===== src/rtl/uart_tx_param.sv =====
// Parametrised UART transmitter with a one-word holding buffer for gapless back-to-back frames.
// rst_n is an asynchronous, active-high reset despite its name; tx_out is driven straight from a flop.
module uart_tx_param #(
    parameter int DATA_BITS    = 8,
    parameter int CLKS_PER_BIT = 868,
    parameter bit PARITY_EN    = 1'b0,
    parameter bit PARITY_ODD   = 1'b0,
    parameter int STOP_BITS    = 1
) (
    input  logic                 clk,
    input  logic                 rst_n,
    input  logic [DATA_BITS-1:0] tx_data,
    input  logic                 tx_valid,
    output logic                 tx_ready,
    output logic                 tx_out,
    output logic                 busy,
    output logic                 frame_done
);
    localparam int CNT_W = $clog2(CLKS_PER_BIT);
    localparam int IDX_W = $clog2(DATA_BITS);
    localparam logic [CNT_W-1:0] LAST_CNT  = CNT_W'(CLKS_PER_BIT - 1);
    localparam logic [IDX_W-1:0] LAST_DATA = IDX_W'(DATA_BITS - 1);
    localparam logic [IDX_W-1:0] LAST_STOP = IDX_W'(STOP_BITS - 1);

    typedef enum logic [2:0] {
        IDLE,
        START,
        DATA,
        PARITY,
        STOP
    } state_t;

    state_t               state_q, state_d;
    logic [CNT_W-1:0]     baud_cnt_q, baud_cnt_d;
    logic [IDX_W-1:0]     bit_idx_q, bit_idx_d;
    logic [DATA_BITS-1:0] shift_q, shift_d;
    logic [DATA_BITS-1:0] hold_q, hold_d;
    logic                 hold_full_q, hold_full_d;
    logic                 parity_q, parity_d;
    logic                 tx_q, tx_d;

    logic                 accept;
    logic                 bit_end;
    logic                 frame_end;
    logic                 load_word;
    logic [DATA_BITS-1:0] load_val;

    always_comb begin
        accept      = tx_valid && !hold_full_q;
        bit_end     = (baud_cnt_q == LAST_CNT);
        frame_end   = (state_q == STOP) && bit_end && (bit_idx_q == LAST_STOP);

        state_d     = state_q;
        baud_cnt_d  = '0;
        bit_idx_d   = bit_idx_q;
        shift_d     = shift_q;
        hold_d      = hold_q;
        hold_full_d = hold_full_q;
        parity_d    = parity_q;
        load_word   = 1'b0;
        load_val    = tx_data;

        // The baud counter only runs while a frame is on the line.
        if (state_q != IDLE && !bit_end) begin
            baud_cnt_d = baud_cnt_q + 1'b1;
        end

        case (state_q)
            IDLE: begin
                if (accept) begin
                    load_word = 1'b1;
                end
            end
            START: begin
                if (bit_end) begin
                    state_d   = DATA;
                    bit_idx_d = '0;
                end
            end
            DATA: begin
                if (bit_end) begin
                    shift_d = shift_q >> 1;
                    if (bit_idx_q == LAST_DATA) begin
                        bit_idx_d = '0;
                        if (PARITY_EN) begin
                            state_d = PARITY;
                        end else begin
                            state_d = STOP;
                        end
                    end else begin
                        bit_idx_d = bit_idx_q + 1'b1;
                    end
                end
            end
            PARITY: begin
                if (bit_end) begin
                    state_d   = STOP;
                    bit_idx_d = '0;
                end
            end
            STOP: begin
                if (frame_end) begin
                    state_d   = IDLE;
                    bit_idx_d = '0;
                    // A buffered word wins; otherwise a word offered right now starts immediately.
                    if (hold_full_q) begin
                        load_word   = 1'b1;
                        load_val    = hold_q;
                        hold_full_d = 1'b0;
                    end else if (accept) begin
                        load_word = 1'b1;
                    end
                end else if (bit_end) begin
                    bit_idx_d = bit_idx_q + 1'b1;
                end
            end
            default: begin
                state_d = IDLE;
            end
        endcase

        if (accept && !load_word) begin
            hold_d      = tx_data;
            hold_full_d = 1'b1;
        end

        if (load_word) begin
            state_d   = START;
            shift_d   = load_val;
            parity_d  = (^load_val) ^ PARITY_ODD;
            bit_idx_d = '0;
        end

        // Line level is computed from the next state so the registered pin lines up with the state.
        case (state_d)
            IDLE:    tx_d = 1'b1;
            START:   tx_d = 1'b0;
            DATA:    tx_d = shift_d[0];
            PARITY:  tx_d = parity_d;
            STOP:    tx_d = 1'b1;
            default: tx_d = 1'b1;
        endcase
    end

    always_ff @(posedge clk or posedge rst_n) begin
        if (rst_n) begin
            state_q     <= IDLE;
            baud_cnt_q  <= '0;
            bit_idx_q   <= '0;
            shift_q     <= '0;
            hold_q      <= '0;
            hold_full_q <= 1'b0;
            parity_q    <= 1'b0;
            tx_q        <= 1'b1;
        end else begin
            state_q     <= state_d;
            baud_cnt_q  <= baud_cnt_d;
            bit_idx_q   <= bit_idx_d;
            shift_q     <= shift_d;
            hold_q      <= hold_d;
            hold_full_q <= hold_full_d;
            parity_q    <= parity_d;
            tx_q        <= tx_d;
        end
    end

    assign tx_out     = tx_q;
    assign tx_ready   = !hold_full_q;
    assign busy       = (state_q != IDLE);
    assign frame_done = frame_end;

endmodule


===== config.mk =====
export PLATFORM = sky130hd
export DESIGN_NAME = uart_tx_param
export DESIGN_NICKNAME = d
export VERILOG_FILES = /design/src/rtl/uart_tx_param.sv
export SDC_FILE = /design/constraint.sdc
export NUM_CORES = 1
export LEC_CHECK = 0
export CORE_ASPECT_RATIO = 0.75
export CORE_MARGIN = 3
export CORE_UTILIZATION = 56
export CTS_CLUSTER_SIZE = 16
export DETAILED_ROUTE_END_ITERATION = 10
export DONT_BUFFER_PORTS = 1
export PLACE_DENSITY_LB_ADDON = 0.1
export SLEW_MARGIN = 40
export SYNTH_ARGS = -nofsm -noshare
export SYNTH_HDL_FRONTEND = slang
export SYNTH_SLANG_ARGS = --single-unit

===== constraint.sdc =====
create_clock -name clk -period 2.1 [get_ports clk]
set_clock_uncertainty 0.2 [all_clocks]
set_input_delay 0.42 -clock clk [delete_from_list [all_inputs] [get_ports clk]]
set_output_delay 0.42 -clock clk [all_outputs]
set_load 0.1 [all_outputs]

==> impl_metrics.env <==
export IMPL_status="finished with violations"
export IMPL_failed_checks="setup timing"
export IMPL_drive_gt1_share_pct=40.8
export IMPL_period_minus_slack_ns=2.28
export IMPL_rsz0062_at_grt="true"
export IMPL_synth_compound_gate_area_share_pct=5.78
export IMPL_drc=0
export IMPL_grt_util_all_layers_pct=25.9
export IMPL_syn_nets=194
export IMPL_worst_pin_slew_ns=0.488
export IMPL_fin_hold_ws_ns=0.0663
export IMPL_min_path_type="in -> reg"
export IMPL_dp_cells=241
export IMPL_die_h_um=57.1
export IMPL_max_slew_margin_pct=67.5
export IMPL_n_fill_cell=147
export IMPL_placementRows=17
export IMPL_cts_buffer_depth=2
export IMPL_cts_tree="done"
export IMPL_cp_max_fo=6
export IMPL_dieArea_um2=4230
export IMPL_synthMuxAreaShare_pct=17.5
export IMPL_syn_area_per_cell_um2=10.9
export IMPL_synth_top_family_by_area="multiplexers"
export IMPL_startpoint_type="flop"
export IMPL_cts_max_level=2
export IMPL_timing_final_ws_setup_ns=-0.178
export IMPL_crit_arrival_ns=2.25
export IMPL_overflow=0
export IMPL_instances_no_fill=271
export IMPL_peakVddDrop_uv=528
export IMPL_io_buffers=0
export IMPL_synth_ff_latch_count=35
export IMPL_wl_per_cell_um=20.1
export IMPL_required_ns=2.08
export IMPL_grt_pass1_wl_um=8000
export IMPL_setup_viol=23
export IMPL_numCtsBuffers=5
export IMPL_synth_xor_area_share_pct=9.45
export IMPL_die_w_um=74.1
export IMPL_clk_latency_ns=0.30
export IMPL_drt_pass1_iter_count=4
export IMPL_clk_pin_slew_ns=0.07
export IMPL_viasPerCell=6.01
export IMPL_synthesis_area_um2=1950
export IMPL_fin_nets=247
export IMPL_layout_commonest_cell="buf_4"
export IMPL_placed_cell_area_um2=2240
export IMPL_postLayoutCellArea_um2=2670
export IMPL_antennaDiodeCount=0
export IMPL_power_leakage_nw=1.09
export IMPL_root_buffer="clkbuf_8"
export IMPL_fin_crit_sh_pct=108
export IMPL_ys_warn_count=0
export IMPL_drt_wl_total_um=5440
export IMPL_ant_nets=0
export IMPL_core_um2=3130
export IMPL_max_freq_mhz=439
export IMPL_yosysSeqAreaShare_pct=45.1
export IMPL_p_per_area_nw_per_um2=513
export IMPL_worst_setup_path_type="reg -> reg"
export IMPL_maxCapViolCount=0
export IMPL_setup_tns_ns=-2.52
export IMPL_hold_viol=0
export IMPL_synth_adder_area_share_pct=2.57
export IMPL_drtIter0Drc=170
export IMPL_grt_antenna_before_repair=0
export IMPL_cts_sinks=35
export IMPL_place_hpwl_um=3270
export IMPL_endpoint_kind="flop"
export IMPL_yosys_area_share_simple_pct=17.3
export IMPL_num_io_pins=15
export IMPL_start_util_pct=62.3
export IMPL_grt_pass1_vias=1648
export IMPL_grt_max_degree=36
export IMPL_area_growth_pct=37.0
export IMPL_final_cell_mix="buf_4, dfrtp_1, mux2i_1"
export IMPL_maxSlewViolCount=0
export IMPL_finalWeightedCongestion=0.955
export IMPL_synthCells=179
export IMPL_num_vias=1628
export IMPL_synth_cell_type_count=40
flip-flops by register name (all words and copies together), names as in the netlist:
| register | count |
|---|---|
| baud_cnt_q | 10 |
| hold_q | 8 |
| shift_q | 8 |
| bit_idx_q | 3 |
| state_q | 3 |
| hold_full_q | 1 |
| parity_q | 1 |
| tx_out | 1 |
synth_stat cells:
master     number  area, µm²
and3_1          3       18.8
or3b_1          1       8.76
or3b_4          1       11.3
nand4bb_1       1       11.3
nor3b_2         1       12.5
nor2b_1         3       18.8
nand3b_1        1       7.51
a31oi_1         2       12.5
xor2_1          6       52.6
inv_1           5       18.8
nand3_1         7       35.0
xnor2_1        15        131
a22oi_1         1       7.51
nand2_1         7       26.3
a21oi_1         2       10.0
nor4b_1         1       8.76
o211a_1         1       10.0
a2111o_1        1       11.3
nor2_1         18       67.6
mux2_2          8       90.1
dfstp_2         1       26.3
or4_1           1       7.51
buf_2           4       20.0
mux2i_1        25        250
o21ai_0         3       15.0
a32o_1          1       10.0
o21ai_1         2       10.0
nand2b_1        3       18.8
ha_1            4       50.1
nor3_1          4       20.0
a41o_1          1       10.0
o32ai_1         1       8.76
clkbuf_1        2       7.51
nor4_4          1       21.3
nor3b_1         1       7.51
nand4_1         2       12.5
and2_0          2       12.5
nor4bb_1        1       10.0
dfrtp_1        34        851
a21boi_1        1       7.51
stage by stage:
| stage | util (%) | total power, mW | setup WS [ns] |
|---|---|---|---|
| global placement | 71.6 | 0.872 | -0.0999 |
| floorplan | - | 0.848 | -0.0200 |
| global route | 85.3 | 1.41 | -0.291 |
| CTS | 80.7 | 1.35 | -0.117 |
| detailed placement | 71.6 | 0.878 | -0.0794 |
| finish | 85.3 | 1.37 | -0.178 |
repair_timing:
| item | in CTS | in global routing |
|---|---|---|
| endpoints found under the setup margin | 19 | 25 |
| gates resized for setup | 18 | 18 |
| pin swaps | 8 | 6 |
| hold buffers | 1 | 0 |
| setup buffers | 11 | 9 |
| endpoints found under the hold margin | 34 | 0 |
| cloned | 1 | 0 |
worst max-delay path, cell delays in order, from the launching register on:
cell	delay, ns
dfrtp_1	0.38
ha_2	0.20
nor3b_4	0.22
buf_4	0.14
nand4_1	0.21
a2111o_1	0.60
nand3b_1	0.13
o21ai_1	0.07
routing by layer:
layer  share of wire [%]  global-route usage (%)  routed length [µm]
met1                  43                    34.4                2330
met2                  48                    39.9                2630
met3                 6.5                    6.34                 354
met4                 2.3                    11.9                 126
met5                   0                       0                   0
worst paths after layout:
kind / depth (start not counted) / end / slack, ns / start
setup / recovery: 7 / shift_q[7] / -0.18 / baud_cnt_q[1]
hold / removal: 1 / hold_q[1] / 0.07 / tx_data[1]
setup reg to reg: 7 / shift_q[7] / -0.18 / baud_cnt_q[1]
hold reg to reg: 2 / parity_q / 0.32 / parity_q
max in group asynchronous: 3 / tx_out / 0.89 / rst_n
min in group asynchronous: 3 / hold_q[0] / 0.46 / rst_n
where the power goes:
part | switching (mW) | leakage [nW] | total, mW | internal (mW)
clock network | 0.257 | 0.0412 | 0.489 | 0.232
logic | 0.0744 | 0.656 | 0.157 | 0.0826
registers | 0.0235 | 0.392 | 0.724 | 0.700
area by class of cell:
type / instances / area (µm²) / share of cell area, %
repair buffers: 52 / 457 / 17.1
clock inverters: 2 / 12.5 / 0.469
flip-flops and latches: 35 / 877 / 32.9
well taps: 38 / 47.5 / 1.78
clock buffers: 6 / 72.6 / 2.72
multi-input cells: 133 / 1180 / 44.2
inverters: 5 / 22.5 / 0.844
logic make-up after synthesis:
group                    after synthesis
buffers and inverters                 11
XOR/XNOR                              21
adder cells (fa/ha/maj)                4
AO/OA/AOI/OAI                         16
multiplexers                          33
flip-flops                            35
AND/OR/NAND/NOR                       59
Note: power is estimated with default switching activity, not from simulation.
